`src/rtl/snake_pkg.sv`:
```
// Shared types for the snake display path: object codes, grid size,
// the queued draw entry and the writer FSM encoding.
package snake_pkg;

  localparam int GRID_W = 16;
  localparam int GRID_H = 12;

  typedef enum logic [2:0] {
    OBJ_EMPTY  = 3'b000,
    OBJ_HEAD   = 3'b001,
    OBJ_BODY   = 3'b010,
    OBJ_APPLE  = 3'b011,
    OBJ_BORDER = 3'b100
  } obj_code_t;

  typedef struct packed {
    logic [3:0] x;
    logic [3:0] y;
    obj_code_t  code;
  } draw_entry_t;

  typedef enum logic [1:0] {
    ST_IDLE      = 2'd0,
    ST_SEND      = 2'd1,
    ST_WAIT_DONE = 2'd2
  } writer_state_t;

  // Zero-extended compares keep the check meaningful for any grid size.
  function automatic logic in_grid(input logic [3:0] cx, input logic [3:0] cy);
    return ({1'b0, cx} < 5'(GRID_W)) && ({1'b0, cy} < 5'(GRID_H));
  endfunction

endpackage

```
`src/rtl/cell_fifo.sv`:
```
// Synchronous FIFO of draw entries with registered occupancy count.
// A write while full is accepted only when a read frees a slot in the same cycle.
module cell_fifo
  import snake_pkg::*;
#(
  parameter int DEPTH = 16,
  localparam int AW = $clog2(DEPTH),
  localparam int CW = $clog2(DEPTH + 1)
) (
  input  logic              clk,
  input  logic              nrst,
  input  logic              push,
  input  logic              pop,
  input  draw_entry_t       wdata,
  output draw_entry_t       rdata,
  output logic [CW-1:0]     count,
  output logic              full,
  output logic              empty
);

  logic [AW-1:0] wr_ptr;
  logic [AW-1:0] rd_ptr;
  draw_entry_t   mem [DEPTH];
  logic          do_wr;
  logic          do_rd;

  assign full  = (count == CW'(DEPTH));
  assign empty = (count == '0);
  assign do_rd = pop && !empty;
  assign do_wr = push && (!full || do_rd);
  assign rdata = mem[rd_ptr];

  always_ff @(posedge clk) begin
    if (!nrst) begin
      wr_ptr <= '0;
      rd_ptr <= '0;
      count  <= '0;
    end else begin
      if (do_wr) wr_ptr <= wr_ptr + AW'(1);
      if (do_rd) rd_ptr <= rd_ptr + AW'(1);
      case ({do_wr, do_rd})
        2'b10:   count <= count + CW'(1);
        2'b01:   count <= count - CW'(1);
        default: count <= count;
      endcase
    end
  end

  // Storage needs no reset; pointers define what is valid.
  always_ff @(posedge clk) begin
    if (do_wr) mem[wr_ptr] <= wdata;
  end

endmodule

```
`src/rtl/diff_draw_queue.sv`:
```
// Queues changed grid cells and feeds them one at a time to the display writer
// using a ready handshake followed by a completion pulse.
module diff_draw_queue
  import snake_pkg::*;
#(
  parameter int DEPTH = 16
) (
  input  logic       clk,
  input  logic       nrst,
  input  logic       scan_valid,
  input  logic [3:0] x,
  input  logic [3:0] y,
  input  logic [2:0] obj_code,
  input  logic       diff,
  input  logic       draw_ready,
  input  logic       draw_done,
  output logic       draw_valid,
  output logic [3:0] draw_x,
  output logic [3:0] draw_y,
  output logic [2:0] draw_code,
  output logic [4:0] count,
  output logic       overflow,
  output logic       idle,
  output logic [1:0] fsm_state
);

  localparam int CW = $clog2(DEPTH + 1);

  // Handshake: a request transfers on a rising edge where draw_valid and
  // draw_ready are both 1; payload is held unchanged while draw_valid waits.
  writer_state_t state;
  writer_state_t state_nx;
  logic          pop;
  logic          push_req;
  logic          drop;
  logic          full;
  logic          empty;
  logic [CW-1:0] fifo_count;
  draw_entry_t   wentry;
  draw_entry_t   rentry;
  draw_entry_t   out_q;

  assign push_req    = scan_valid && diff && in_grid(x, y);
  assign wentry.x    = x;
  assign wentry.y    = y;
  assign wentry.code = obj_code_t'(obj_code);

  cell_fifo #(.DEPTH(DEPTH)) u_fifo (
    .clk   (clk),
    .nrst  (nrst),
    .push  (push_req),
    .pop   (pop),
    .wdata (wentry),
    .rdata (rentry),
    .count (fifo_count),
    .full  (full),
    .empty (empty)
  );

  always_comb begin
    state_nx = state;
    pop      = 1'b0;
    case (state)
      ST_IDLE: begin
        if (!empty) begin
          state_nx = ST_SEND;
          pop      = 1'b1;
        end
      end
      ST_SEND: begin
        if (draw_ready) state_nx = ST_WAIT_DONE;
      end
      ST_WAIT_DONE: begin
        if (draw_done) begin
          if (!empty) begin
            state_nx = ST_SEND;
            pop      = 1'b1;
          end else begin
            state_nx = ST_IDLE;
          end
        end
      end
      default: state_nx = ST_IDLE;
    endcase
  end

  // A drop only happens when the FIFO cannot make room this cycle.
  assign drop = push_req && full && !pop;

  always_ff @(posedge clk) begin
    if (!nrst) begin
      state    <= ST_IDLE;
      out_q    <= '0;
      overflow <= 1'b0;
    end else begin
      state <= state_nx;
      if (pop)  out_q    <= rentry;
      if (drop) overflow <= 1'b1;
    end
  end

  assign draw_valid = (state == ST_SEND);
  assign draw_x     = out_q.x;
  assign draw_y     = out_q.y;
  assign draw_code  = out_q.code;
  assign count      = 5'(fifo_count);
  assign idle       = empty && (state == ST_IDLE);
  assign fsm_state  = state;

endmodule

```
`config.mk`:
```
export PLATFORM = sky130hd
export DESIGN_NAME = diff_draw_queue
export DESIGN_NICKNAME = d
export VERILOG_FILES = /design/src/rtl/snake_pkg.sv /design/src/rtl/cell_fifo.sv /design/src/rtl/diff_draw_queue.sv
export SDC_FILE = /design/constraint.sdc
export NUM_CORES = 1
export LEC_CHECK = 0
export ABC_AREA = 1
export BUFFER_PORTS_ARGS = -buffer_cell sky130_fd_sc_hd__buf_2
export CAP_MARGIN = 20
export CELL_PAD_IN_SITES_DETAIL_PLACEMENT = 0
export CELL_PAD_IN_SITES_GLOBAL_PLACEMENT = 2
export CORE_ASPECT_RATIO = 0.6
export CORE_UTILIZATION = 45
export DETAILED_ROUTE_END_ITERATION = 16
export PLACE_DENSITY_LB_ADDON = 0.1
export SYNTH_ARGS = -nofsm -noshare
export SYNTH_HDL_FRONTEND = slang
export SYNTH_HIERARCHICAL = 1
export SYNTH_SLANG_ARGS = --single-unit
```
`constraint.sdc`:
```
create_clock -name clk -period 5.3 [get_ports clk]
set_clock_uncertainty 0.15 [all_clocks]
set_input_delay 0.265 -clock clk [delete_from_list [all_inputs] [get_ports clk]]
set_output_delay 0.265 -clock clk [all_outputs]
set_load 0.02 [all_outputs]
```
==> metrics <==
First-pass DRT Iterations 4; Initial Utilization 0.4692; # nets final 813; clock-pin slew on the worst setup and hold paths 60 ps; CTS sink cnt 207; Seq/Total Area, Yosys 0.6823; Most Crowded Layer GR met1; clock tree from TritonCTS yes; row cnt 38; Max Cap Viol 0; worst hold slack 66.29 ps; synthesized area per cell approximately 11 um2; Synth-to-Final Area Change 10.70%; die area 19810 um2; routed wire length 21340 um; remaining global-route overflow 0; WL/cell about 20 um; share of the core filled with cells 0.5194; First DRT Iteration DRCs 609; fillers 1624; Worst path slowest cell nor2_1; Pleak 3.564 nW; Multi-input gate area slightly above 2000 um2; DR vias 5640; Worst Setup End Kind register; # hold bufs at CTS 2; Setup CP Type reg -> reg; synth unique cells 30; CP Launch Type register; Ports 38; Hold Crit Class in -> reg; antenna violations before repair 0; pin count of the biggest net entering global routing 94; Worst Path Buf+Inv 2; Setup Fix Bufs, Post-CTS 0; flip-flop and latch area 5911 um2; Die Span X 181.1 um; dpl hpwl between 10000 and 15000 um; post-route setup TNS 0 ps; slowest stage delay, CP roughly 800 ps; Syn Std Cell Area 8656 um2; final slew viol count 0; Detail Route Antenna Nets 0; CTS Buf Count 20; Data arrival, critical path 3010 ps; Non-Filler Instances 1042; GP Congestion 0.8641; met2 GRT Util 0.3323; vias in the first global route about 5300; clk_lat worst skew 490 ps; CP Cell Sequence nor2_2, nand3_1, inv_1, nor2_4, nand2_4, inv_4, nor2_1, nor2_2, nand2_1, nor2_1; Core Area 18450 um2; worst rel slew slack 0.3272; Required @ worst endpoint 5260 ps; crit-path leading delay family simple AND/OR/NAND/NOR gates; final hold vios 0; share of cells above drive strength 1 0.1074; Placed Cells incl. Taps 1003; quantity of gates resized following cts 0; critical path peak fanout 15; fmax ~330 MHz; Synthesis Warnings 6; Die Ht 109.4 um; VDD IR max a little over 300 uV; H-Tree Depth 1; RSZ-0062 raised after global routing no; grt met3 use 0.03478; Slew @ Worst Pin 1006 ps; drt via density 5.413; Port Buf Inserts 37; GR Util met1 0.3416; fin crit share 0.5762; Clock Tree Buf Depth 3; first-pass GRT wire length 31770 um; status complete, no violations; DRC viols 0; gr usage total 0.2225; crit path time final 3054 ps; synthesized net count 789; endpoints failing setup 0; P per Cell Area between 400 and 500 nW/um2; Syn Inst Count 763; root buf cell clkbuf_16; #FFs+latches synth 207
logic make-up after synthesis:
logic type,Yosys count,share of synthesized area
AO/OA/AOI/OAI,164,0.1086
flip-flops,207,0.6823
buffers and inverters,155,0.07748
AND/OR/NAND/NOR,225,0.1148
XOR/XNOR,3,0.003036
adder cells (fa/ha/maj),9,0.01388
final timing paths:
path | cells after the start | start | slack (ps) | to
setup / recovery | 10 | u_fifo/count[1] | 2250 | u_fifo/mem[10][0]
hold / removal | 5 | diff | 70 | overflow
setup reg to reg | 10 | u_fifo/count[1] | 2250 | u_fifo/mem[10][0]
hold reg to reg | 2 | overflow | 300 | overflow
cell usage after synthesis:
cell / number / share of area
o21ai_1: 6 / 0.0035
buf_4: 3 / 0.0026
nor2_4: 1 / 0.0013
a21o_1: 1 / 0.00087
nor3b_1: 1 / 0.00087
inv_1: 114 / 0.049
nand2_4: 1 / 0.0013
ha_1: 8 / 0.012
o21ai_2: 1 / 0.0010
clkbuf_1: 16 / 0.0069
nand2_2: 2 / 0.0014
fa_1: 1 / 0.0023
buf_12: 1 / 0.0023
buf_6: 6 / 0.0078
nand2_1: 80 / 0.035
buf_2: 11 / 0.0064
inv_2: 1 / 0.00043
nor2_1: 51 / 0.022
dfxtp_1: 31 / 0.072
o21ai_0: 59 / 0.034
xor2_1: 2 / 0.0020
edfxtp_1: 176 / 0.61
nand3_1: 78 / 0.045
a21boi_0: 1 / 0.00087
buf_1: 2 / 0.00087
nor2_2: 11 / 0.0080
o211ai_1: 44 / 0.038
xnor2_1: 1 / 0.0010
inv_4: 1 / 0.00072
a21oi_1: 52 / 0.030
cells in the final DEF, fill, tap and decap left out, types with 2 or more instances in the layout:
cell type and count:
nand3_1 78, nor2_1 51, buf_2 37, dfxtp_1 29, edfxtp_1 176, clkbuf_1 8, nor2_2 11, inv_1 114
ha_1 8, clkbuf_8 3, clkbuf_16 21, o21ai_1 6, o211ai_1 44, nand2_1 80, nand2_2 2, dlygate4sd3_1 2
a21oi_1 52, xor2_1 2, o21ai_0 59
sequential cells by signal (all words and copies together), names as in the netlist, named ones only:
| name | count |
|---|---|
| u_fifo/mem | 176 |
| u_fifo/count | 5 |
| draw_x | 4 |
| draw_y | 4 |
| u_fifo/rd_ptr | 4 |
| u_fifo/wr_ptr | 4 |
| draw_code | 3 |
| fsm_state | 2 |
| overflow | 1 |
metrics by stage:
stage / power, mW / setup slack [ps] / instance area (um2)
4_1_cts: 4.633 / 2300 / 9579
3_5_place_dp: 3.284 / 2315 / 8941
6_report: 4.608 / 2246 / 9582
5_1_grt: 4.865 / 2058 / 9579
2_1_floorplan: 2.967 / 2794 / 8656
3_3_place_gp: 3.284 / 2394 / 8941
power breakdown:
part | switching (mW) | leakage, nW | total [mW] | internal, mW
logic | 0.839 | 1.42 | 1.23 | 0.395
clock network | 0.568 | 0.300 | 1.34 | 0.774
registers | 0.184 | 1.84 | 2.03 | 1.85
routing by layer:
| metal | wire length (um) | share of wire |
|---|---|---|
| met3 | 1271 | 0.060 |
| met5 | 0 | 0 |
| met1 | 10620 | 0.50 |
| met2 | 9091 | 0.43 |
| met4 | 359 | 0.017 |
worst register-to-register path, stage by stage, from the launching register on:
cell and delay [ps]:
dfxtp_1 410, nor2_2 80, nand3_1 130, inv_1 100
nor2_4 110, nand2_4 120, inv_4 210, nor2_1 90
nor2_2 220, nand2_1 240, nor2_1 820
final cells by class:
type | instances | share of cell area
sequential | 207 | 0.6169
multi-input combinational | 401 | 0.2170
clock buffer | 33 | 0.06281
inverter | 116 | 0.04570
tap | 240 | 0.03134
timing repair buffer | 41 | 0.02429
clock inverter | 3 | 0.001698
antenna | 1 | 0.0002612
(Power assumes the default switching activity.)
